--- config.mk ---
export PLATFORM = sky130hd
export DESIGN_NAME = tuser_tuple_bridge
export DESIGN_NICKNAME = d
export VERILOG_FILES = /design/src/rtl/tuser_tuple_bridge.sv
export SDC_FILE = /design/constraint.sdc
export NUM_CORES = 1
export LEC_CHECK = 0
export CAP_MARGIN = 20
export CELL_PAD_IN_SITES_DETAIL_PLACEMENT = 1
export CELL_PAD_IN_SITES_GLOBAL_PLACEMENT = 2
export CORE_UTILIZATION = 48
export CTS_CLUSTER_SIZE = 10
export DETAILED_ROUTE_END_ITERATION = 8
export DONT_BUFFER_PORTS = 1
export MAX_ROUTING_LAYER = met4
export PLACE_DENSITY_LB_ADDON = 0.1
export SYNTH_ARGS = -nofsm -noshare
export SYNTH_HDL_FRONTEND = slang
export SYNTH_SLANG_ARGS = --single-unit
export TNS_END_PERCENT = 5
--- constraint.sdc ---
create_clock -name tuser_aclk -period 9.6 [get_ports tuser_aclk]
set_input_delay 1.92 -clock tuser_aclk [delete_from_list [all_inputs] [get_ports tuser_aclk]]
set_output_delay 1.92 -clock tuser_aclk [all_outputs]
set_load 0.1 [all_outputs]
--- src/rtl/tuser_tuple_bridge.sv ---
// tuser_tuple_bridge: moves tuples between the AXIS TUSER sideband and the
// packet processor. Ingress takes one tuple from the first beat of each
// packet. Egress queues the processor's tuples and re-attaches them in order
// to outgoing packets, with a zero-latency bypass when the queue is empty.
module tuser_tuple_bridge #(
  parameter int C_TUSER_WIDTH = 128,
  parameter int C_TUPLE_WIDTH = 128,
  parameter int C_FIFO_DEPTH  = 4,
  parameter int C_TUSER_HOLD  = 1,
  parameter int C_CNT_WIDTH   = 16,
  localparam int AW           = $clog2(C_FIFO_DEPTH),
  localparam int LW           = AW + 1
) (
  input  logic                     tuser_aclk,
  input  logic                     tuser_arst,
  input  logic                     s_axis_tvalid,
  input  logic                     s_axis_tready,
  input  logic                     s_axis_tlast,
  input  logic [C_TUSER_WIDTH-1:0] s_axis_tuser,
  output logic                     tin_valid,
  output logic [C_TUPLE_WIDTH-1:0] tin_data,
  input  logic                     tout_valid,
  input  logic [C_TUPLE_WIDTH-1:0] tout_data,
  input  logic                     m_axis_tvalid,
  input  logic                     m_axis_tready,
  input  logic                     m_axis_tlast,
  output logic [C_TUSER_WIDTH-1:0] m_axis_tuser,
  input  logic                     clr_counters,
  output logic [LW-1:0]            fifo_level,
  output logic [C_CNT_WIDTH-1:0]   tuple_ovf_cnt,
  output logic [C_CNT_WIDTH-1:0]   tuple_miss_cnt
);

  typedef enum logic {IN_SOP, IN_BODY}   in_state_e;
  typedef enum logic {OUT_SOP, OUT_BODY} out_state_e;

  in_state_e  in_state_q,  in_state_d;
  out_state_e out_state_q, out_state_d;

  logic [C_TUPLE_WIDTH-1:0] mem_q [C_FIFO_DEPTH];
  logic [AW-1:0]            rd_ptr_q, wr_ptr_q;
  logic [LW-1:0]            level_q, level_d;
  logic [C_TUPLE_WIDTH-1:0] hold_q;
  logic [C_CNT_WIDTH-1:0]   ovf_q, ovf_d, miss_q, miss_d;

  logic in_beat, out_beat, out_sop_beat;
  logic fifo_empty, fifo_full;
  logic bypass, push_req, push, pop, ovf, miss;
  logic [C_TUPLE_WIDTH-1:0] sop_tuple, tuple_out;

  // Upper TUSER bits beyond the tuple are intentionally ignored on ingress.
  logic unused_tuser;
  assign unused_tuser = ^s_axis_tuser;

  assign in_beat      = s_axis_tvalid & s_axis_tready;
  assign out_beat     = m_axis_tvalid & m_axis_tready;
  assign out_sop_beat = out_beat & (out_state_q == OUT_SOP);

  assign fifo_empty = (level_q == '0);
  assign fifo_full  = (level_q == LW'(C_FIFO_DEPTH));

  // Queued tuples win over the live processor output; nothing available -> zero.
  assign sop_tuple = !fifo_empty ? mem_q[rd_ptr_q] :
                     tout_valid  ? tout_data       : '0;

  assign bypass   = out_sop_beat & fifo_empty & tout_valid;
  assign push_req = tout_valid & ~(out_sop_beat & fifo_empty);
  assign pop      = out_sop_beat & ~fifo_empty;
  // A pop in the same cycle frees the slot, so a push at full still lands.
  assign push     = push_req & (~fifo_full | pop);
  assign ovf      = push_req & fifo_full & ~pop;
  assign miss     = out_sop_beat & fifo_empty & ~tout_valid;

  assign tin_valid = in_beat & (in_state_q == IN_SOP);
  assign tin_data  = s_axis_tuser[C_TUPLE_WIDTH-1:0];

  assign tuple_out    = (out_state_q == OUT_SOP) ? sop_tuple :
                        (C_TUSER_HOLD != 0)      ? hold_q    : '0;
  assign m_axis_tuser = C_TUSER_WIDTH'(tuple_out);

  assign fifo_level     = level_q;
  assign tuple_ovf_cnt  = ovf_q;
  assign tuple_miss_cnt = miss_q;

  // Packet-boundary tracking for both directions.
  always_comb begin
    in_state_d  = in_state_q;
    out_state_d = out_state_q;
    if (in_beat)  in_state_d  = s_axis_tlast  ? IN_SOP  : IN_BODY;
    if (out_beat) out_state_d = m_axis_tlast  ? OUT_SOP : OUT_BODY;
  end

  // Occupancy and saturating error counters; clear beats a same-cycle increment.
  always_comb begin
    level_d = level_q;
    if (push && !pop)      level_d = level_q + LW'(1);
    else if (pop && !push) level_d = level_q - LW'(1);
    ovf_d  = ovf_q;
    miss_d = miss_q;
    if (clr_counters) begin
      ovf_d  = '0;
      miss_d = '0;
    end else begin
      if (ovf  && ovf_q  != '1) ovf_d  = ovf_q  + C_CNT_WIDTH'(1);
      if (miss && miss_q != '1) miss_d = miss_q + C_CNT_WIDTH'(1);
    end
  end

  // Control state, pointers, held tuple and counters.
  always_ff @(posedge tuser_aclk or posedge tuser_arst) begin
    if (tuser_arst) begin
      in_state_q  <= IN_SOP;
      out_state_q <= OUT_SOP;
      rd_ptr_q    <= '0;
      wr_ptr_q    <= '0;
      level_q     <= '0;
      hold_q      <= '0;
      ovf_q       <= '0;
      miss_q      <= '0;
    end else begin
      in_state_q  <= in_state_d;
      out_state_q <= out_state_d;
      level_q     <= level_d;
      ovf_q       <= ovf_d;
      miss_q      <= miss_d;
      if (push)         wr_ptr_q <= wr_ptr_q + AW'(1);
      if (pop)          rd_ptr_q <= rd_ptr_q + AW'(1);
      if (out_sop_beat) hold_q   <= sop_tuple;
    end
  end

  // Tuple storage; contents are only read while the level says they are valid.
  always_ff @(posedge tuser_aclk) begin
    if (push) mem_q[wr_ptr_q] <= tout_data;
  end

  logic unused_bypass;
  assign unused_bypass = bypass;

endmodule

==> results.txt, run 1 <==
----------------------------------------------------
[Timing]
  Setup total negative slack ... 0 ns
  Number of failing hold endpoints at the final stage ... 0
  Transition time at the pin with the least slew margin ... approximately 1.1 ns
  Worst Skew ... approximately 0.019 ns
  Relative slew slack ... between 20% and 30%
  Count of pins over their slew limit ... 0
  Min Clock Period, post-route ... between 5 and 6 ns
  Final period utilization ... between 60% and 70%
  Max Freq ... around 0.17 GHz
  RSZ-0062 raised after global routing ... false
  Number of endpoints failing setup at the final stage ... 0

[Synth]
  Count of flip-flops with a built-in enable after synthesis ... 512
  Cell types with the largest area share after synthesis ... sky130_fd_sc_hd__edfxtp_1 52%, sky130_fd_sc_hd__dfrtp_1 14%, sky130_fd_sc_hd__mux4_2 9.8%
  Top cell type's share of synthesized area ... approximately 52%
  Seq/Total Area, Yosys ... about two thirds
  Count of distinct cell types in the synthesized netlist ... 45
  Dominant cell type by area after synthesis ... sky130_fd_sc_hd__edfxtp_1
  Synthesized net count ... between 2000 and 2500
  Cell Area, Synth ... 0.02950 mm2
  Synth async-reset ratio ... between 20% and 30%
  Cell with the most instances after synthesis ... sky130_fd_sc_hd__edfxtp_1
  Primary FF master, synth ... sky130_fd_sc_hd__edfxtp_1
  Average size of a mapped cell ... between 10 and 15 um2
  Post-Synthesis Cells ... a little over 2000
  Flip-flop and latch count after synthesis ... 681
  Top post-synthesis cells by count ... 512 x sky130_fd_sc_hd__edfxtp_1, 169 x sky130_fd_sc_hd__dfrtp_1, 143 x sky130_fd_sc_hd__nand2_1, 137 x sky130_fd_sc_hd__inv_1, 134 x sky130_fd_sc_hd__a21oi_1
  Synthesis warning total ... 0

[Global route]
  First-pass GRT wire length ... roughly 120000 um
  Vias in the first global route ... 17844
  Global Route Usage Sum ... 25.58%
  Number of antenna violations at the first check in global routing ... 2
  Congestion Overflow GR ... 0
  Maximum number of pins on one net before global-route repair ... 160

[Setup path]
  Depth of the most critical reg-to-reg path ... 6
  Maximum net fanout on the critical path ... 41
  Endpoint of the most critical register-to-register path ... mem_q[3][96]$_DFFE_PP_
  Kind of critical path ... flop to primary output
  Library cell contributing the largest single delay on the critical path ... sky130_fd_sc_hd__dfrtp_4
  Crit path required time ... about 7.7 ns
  R2R Setup Slk ... 5.32 ns
  Delay of the slowest cell on the worst path ... 1.02 ns
  Startpoint of the worst register-to-register path ... out_state_q$_DFFE_PP0N_
  Critical path endpoint category ... primary output
  Worst path bufs/invs ... 3
  CP startpoint kind ... flop
  List of cells traversed by the critical path ... buf_4, buf_4, mux2i_2, buf_4
  Data arrival time at the worst-slack endpoint ... 3.86 ns
  Most common cell on crit path ... sky130_fd_sc_hd__buf_4
  Gate family responsible for the most delay along the worst path ... buffers and inverters

[Clock network]
  Bufs on Longest Clock Path ... 3
  TritonCTS clock tree ... done
  Quantity of hold-fixing buffers added after cts ... 0
  Latest clock arrival within the worst-skew pair ... roughly 0.62 ns
  Clock transition time at the flip-flop clock pins of the worst setup and hold paths ... 0.05 ns
  Total CTS buffers ... 81
  Number of cells upsized or downsized after cts ... 0
  H-Tree Level Count ... 3
  Library cell used as clock root buffer ... sky130_fd_sc_hd__clkbuf_16
  Number of sinks driven by the clock tree ... just under 700
  Post-CTS repair timing setup buffer count ... 0

[Floorplan]
  Num rows ... 90
  Placeable core region ... around 0.06 mm2
  Overall die area ... around 0.062 mm2
  Number of primary I/O pins ... 558
  Die W ... 249.9 um
  DIE HEIGHT ... roughly 250 um
  Effective utilization at floorplan ... between 40% and 50%

[Placement]
  Placed instance count ... around 2700
  Placed standard-cell area ... slightly above 0.03 mm2
  Final RePlAce weighted congestion ... between 0.7 and 0.8
  DP Wirelength ... about 47000 um
  Total of buffers placed on input and output ports ... 0

[Layout]
  Antenna cells ... 0
  Area of all placed cells without fillers ... 0.03315 mm2
  Fin nets ... 2271
  Post-layout utilization of the core ... between 50% and 60%
  Layout overhead on the synthesized area ... 12.37%
  Fraction of layout instances using a drive strength above 1 ... around a quarter
  Post-Layout Cell Count ... ~2800

[Drt]
  DR WL/cell ... 26.97 um
  Total length of routed wires ... between 70000 and 80000 um
  Vias ... around 17000
  Via-to-Cell Ratio ... about 5.8
  Iter 0 DRT Violations ... roughly 1000
  First-pass iteration count of the detailed router ... 5
  Number of remaining DRC errors ... 0
  Antenna Violating Nets Remaining ... 0

[Min path]
  Hold/Removal Path Class ... flop to flop
  Capture endpoint of the worst hold path ... hold_q[62]$_DFFE_PP0P_
  Hold path startpoint ... hold_q[62]$_DFFE_PP0P_
  Worst hold path stage count ... 2

[Power]
  Leakage ... about 12 nW
  PnR Total Power ... 13.29 mW
  Worst IR drop on VDD ... 395.9 uV
  Power density normalized to cell area ... approximately 400 mW/mm2

[Job]
  Max cap viols ... 0

[Outcome]
  Status ... finished clean

----------------------------------------------------
layout by cell type, fill, tap and decap left out, types with 12 or more instances in the layout:
cell type,count
sky130_fd_sc_hd__clkbuf_1,53
sky130_fd_sc_hd__dfrtp_1,166
sky130_fd_sc_hd__mux2i_2,127
sky130_fd_sc_hd__nor2_1,33
sky130_fd_sc_hd__and3_1,131
sky130_fd_sc_hd__edfxtp_1,512
sky130_fd_sc_hd__inv_1,136
sky130_fd_sc_hd__buf_4,146
sky130_fd_sc_hd__xnor2_1,28
sky130_fd_sc_hd__nand2_1,143
sky130_fd_sc_hd__nand3_1,12
sky130_fd_sc_hd__mux4_2,128
sky130_fd_sc_hd__clkbuf_16,81
sky130_fd_sc_hd__o21ai_0,131
sky130_fd_sc_hd__a21oi_1,134
sequential cells by signal, indices dropped and copies added, names as in the netlist:
signal,count
tuple_ovf_cnt,16
in_state_q,1
fifo_level,3
wr_ptr_q,2
mem_q,512
hold_q,128
rd_ptr_q,2
out_state_q,1
tuple_miss_cnt,16
final cells by class:
cell class	instances	area [um2]
well taps	782	978.4
multi-input cells	944	8457
clock inverters	9	70.07
inverters	137	521.8
fillers	5691	27440
clock buffers	137	2267
repair buffers	152	1239
flip-flops and latches	681	19620
worst max-delay path by stage:
stage	startpoint	end	cells after the start
2_1_floorplan	tuser_arst	fifo_level[0]$_DFFE_PP0P_	1
3_3_place_gp	m_axis_tvalid	mem_q[1][14]$_DFFE_PP_	5
3_5_place_dp	m_axis_tvalid	mem_q[3][17]$_DFFE_PP_	5
4_1_cts	out_state_q$_DFFE_PP0N_	m_axis_tuser[78]	4
5_1_grt	out_state_q$_DFFE_PP0N_	m_axis_tuser[78]	4
6_report	out_state_q$_DFFE_PP0N_	m_axis_tuser[78]	4
layer usage:
metal,GRT usage [%],up-vias,part of all wire (%)
met2,39.14,546,48
met1,32.76,8584,42
met4,7.160,0,2.3
met3,8.344,145,8.0
li1,-,7274,-
met5,-,-,0
stage by stage:
step | hold slack (ns) | worst slack [ns]
6_report | 0.4760 | 3.818
5_1_grt | 0.4927 | 3.691
4_1_cts | 0.4818 | 3.782
3_5_place_dp | 0.4701 | 4.199
3_3_place_gp | 0.4611 | 4.243
2_1_floorplan | 0.4498 | 3.105
tightest hold or removal path: cells and delay by family (launching register included):
family,cells,cell delay [ns]
AO/OA/AOI/OAI,1,0.06
flip-flops,1,0.33
AND/OR/NAND/NOR,1,0.05
power by group:
part           switching [mW]  internal (mW)
registers               0.311           3.94
logic                    4.58           1.69
clock network            1.17           1.60
total                    6.06           7.23
logic make-up (layout without fill, tap and decap cells):
logic type / count (synthesis) / count (layout) / synth area share, %
simple gates: 369 / 369 / 6.422
fa+ha+maj: 8 / 8 / 0.3648
compound gates: 276 / 276 / 4.924
flops: 681 / 681 / 66.45
xor+xnor: 30 / 30 / 0.8907
buf+inv: 387 / 435 / 6.642
mux: 261 / 261 / 14.30
Note: power is estimated with default switching activity, not from simulation.
==> inputs of run 2 (changes only) <==
Settings changed: CORE_UTILIZATION 48 to 40.
Clock period 9.6 ns to 4.87 ns, I/O delays scaled along.
==> run 2 against run 1 <==
Against the previous run: flip-flop and latch count is the same; non-clock buffer count grew 23; combinational power rose by 100%; cell area up 2.1%; cell count up 7.2%; clock power increased by 100%; critical endpoint is now m_axis_tuser[41]; largest power group unchanged.
==> results.txt, run 2 (synthesis results as in run 1) <==
----------------------------------------------------
[Setup path]
  List of cells traversed by the critical path ... buf_12, mux4_2, a21oi_1, mux2i_4, buf_4
  Library cell contributing the largest single delay on the critical path ... sky130_fd_sc_hd__dfrtp_4
  Crit path required time ... 3.90 ns
  Gate family responsible for the most delay along the worst path ... flip-flops
  CP startpoint kind ... flop
  Data arrival time at the worst-slack endpoint ... 3.11 ns
  Maximum net fanout on the critical path ... 31
  Critical path endpoint category ... primary output
  Delay of the slowest cell on the worst path ... about 0.77 ns
  Worst path bufs/invs ... 2
  Kind of critical path ... flop to primary output

[Timing]
  Number of endpoints failing setup at the final stage ... 0
  Number of failing hold endpoints at the final stage ... 0
  Max Freq ... approximately 0.24 GHz
  Relative slew slack ... a little over a quarter
  Min Clock Period, post-route ... approximately 4.1 ns
  Count of pins over their slew limit ... 0
  RSZ-0062 raised after global routing ... false
  Worst Skew ... slightly below 0.02 ns
  Transition time at the pin with the least slew margin ... 1.095 ns
  Final period utilization ... 83.87%
  Setup total negative slack ... 0 ns

[Job]
  Max cap viols ... 0

[Drt]
  Antenna Violating Nets Remaining ... 0
  Vias ... roughly 17000
  Via-to-Cell Ratio ... between 5 and 6
  First-pass iteration count of the detailed router ... 4
  Iter 0 DRT Violations ... ~850
  Number of remaining DRC errors ... 0
  DR WL/cell ... ~26 um
  Total length of routed wires ... around 80000 um

[Floorplan]
  Die W ... between 200 and 300 um
  Placeable core region ... around 0.073 mm2
  Overall die area ... around 0.075 mm2
  Number of primary I/O pins ... between 500 and 600
  Num rows ... slightly below 100
  DIE HEIGHT ... 273.6 um
  Effective utilization at floorplan ... 40.43%

[Power]
  PnR Total Power ... 26.55 mW
  Worst IR drop on VDD ... 532.6 uV
  Leakage ... about 13 nW
  Power density normalized to cell area ... between 700 and 800 mW/mm2

[Clock network]
  Post-CTS repair timing setup buffer count ... 0
  TritonCTS clock tree ... done
  Quantity of hold-fixing buffers added after cts ... 0
  Number of sinks driven by the clock tree ... 681
  Library cell used as clock root buffer ... sky130_fd_sc_hd__clkbuf_16
  Clock transition time at the flip-flop clock pins of the worst setup and hold paths ... approximately 0.060 ns
  Total CTS buffers ... 82
  Latest clock arrival within the worst-skew pair ... between 0.6 and 0.7 ns
  Number of cells upsized or downsized after cts ... 0
  H-Tree Level Count ... 3
  Bufs on Longest Clock Path ... 3

[Global route]
  GRT Max-Usage Layer ... met2
  Met1 Resource Use GR ... a little over a quarter
  First-pass GRT wire length ... approximately 120000 um
  Vias in the first global route ... about 18000
  Maximum number of pins on one net before global-route repair ... roughly 180
  Met3 Resource Use GR ... around 7.7%
  Global Route Usage Sum ... between 20% and 30%
  Number of antenna violations at the first check in global routing ... 1
  Congestion Overflow GR ... 0
  Met2 Track Usage GR ... between 30% and 40%

[Layout]
  Most frequent cells in the layout ... 512 x sky130_fd_sc_hd__edfxtp_1, 166 x sky130_fd_sc_hd__dfrtp_1, 155 x sky130_fd_sc_hd__buf_4
  Post-Layout Cell Count ... between 3000 and 4000
  Fraction of layout instances using a drive strength above 1 ... around a quarter
  Area of all placed cells without fillers ... 0.03383 mm2
  Fin nets ... 2295
  Most flop-heavy register ... mem_q
  Leading registers by flop count ... mem_q x512, hold_q x128
  Leading cell type in the layout, fill and taps excluded ... sky130_fd_sc_hd__edfxtp_1
  Layout overhead on the synthesized area ... 14.68%
  Number of flip-flops in the largest register ... a little over 500

[Placement]
  Placed instance count ... between 2000 and 3000
  Placed standard-cell area ... about 0.031 mm2
  Final RePlAce weighted congestion ... 0.7758
  DP Wirelength ... between 40000 and 50000 um
  Total of buffers placed on input and output ports ... 0

[Min path]
  Hold/Removal Path Class ... input port to async pin

[Outcome]
  Status ... finished clean

----------------------------------------------------
-- run 2: cell count changes in the layout (fill, tap and decap cells not counted), moves of 3 or more --
cell,delta
sky130_fd_sc_hd__clkinv_8,+3
sky130_fd_sc_hd__buf_4,+9
sky130_fd_sc_hd__clkbuf_1,-3
sky130_fd_sc_hd__clkinv_1,+3
sky130_fd_sc_hd__buf_12,+16
-- run 2: layer usage --
layer / vias to the layer above / routed length (um)
met5: - / 0
met4: 0 / 1707
met3: 122 / 6057
met2: 527 / 39440
met1: 8655 / 33500
li1: 7330 / -
-- run 2: path summary, 6_finish.rpt --
check	start	slack [ns]	to	cells past startpoint
hold / removal	tuser_arst	0.29	hold_q[65]$_DFFE_PP0P_	1
max in group asynchronous	tuser_arst	3.45	hold_q[28]$_DFFE_PP0P_	2
hold reg to reg	hold_q[98]$_DFFE_PP0P_	0.48	hold_q[98]$_DFFE_PP0P_	2
setup reg to reg	out_state_q$_DFFE_PP0N_	1.73	mem_q[0][72]$_DFFE_PP_	5
setup / recovery	rd_ptr_q[0]$_DFFE_PP0N_	0.79	m_axis_tuser[41]	5
min in group tuser_aclk	clr_counters	0.41	tuple_ovf_cnt[10]$_DFFE_PP0P_	1
-- run 2: power by group --
group / total [mW] / internal [mW] / switching [mW]
logic: 12.6 / 3.48 / 9.11
clock network: 5.63 / 3.25 / 2.38
registers: 8.33 / 7.75 / 0.583
total: 26.5 / 14.5 / 12.1
-- run 2: area by class of cell --
class / count / area, um2
fillers: 7105 / 39130
clock buffers: 137 / 2308
flip-flops and latches: 681 / 19620
diodes: 1 / 2.502
multi-input cells: 944 / 8466
well taps: 959 / 1200
inverters: 137 / 518.0
clock inverters: 14 / 147.6
repair buffers: 175 / 1572
-- run 2: worst reg2reg max path: cells and delay by family (launching register included) --
kind                      cells  cell delay [ns]
AOI/OAI and AO/OA             1             0.52
xor gates and xnor gates      1             0.17
buffers and inverters         1             0.46
DFF                           1             0.65
and+or+nand+nor               2             1.00
-- run 2: through the flow --
stage / setup slack [ns] / hold slack [ns] / util (%)
6_report: 0.7858 / 0.2905 / 46.37
5_1_grt: 0.5537 / 0.2967 / 46.36
3_3_place_gp: 1.374 / 0.4608 / 43.00
3_5_place_dp: 1.359 / 0.4709 / 43.00
4_1_cts: 0.6602 / 0.2614 / 46.36
2_1_floorplan: -0.4682 / 0.4498 / -
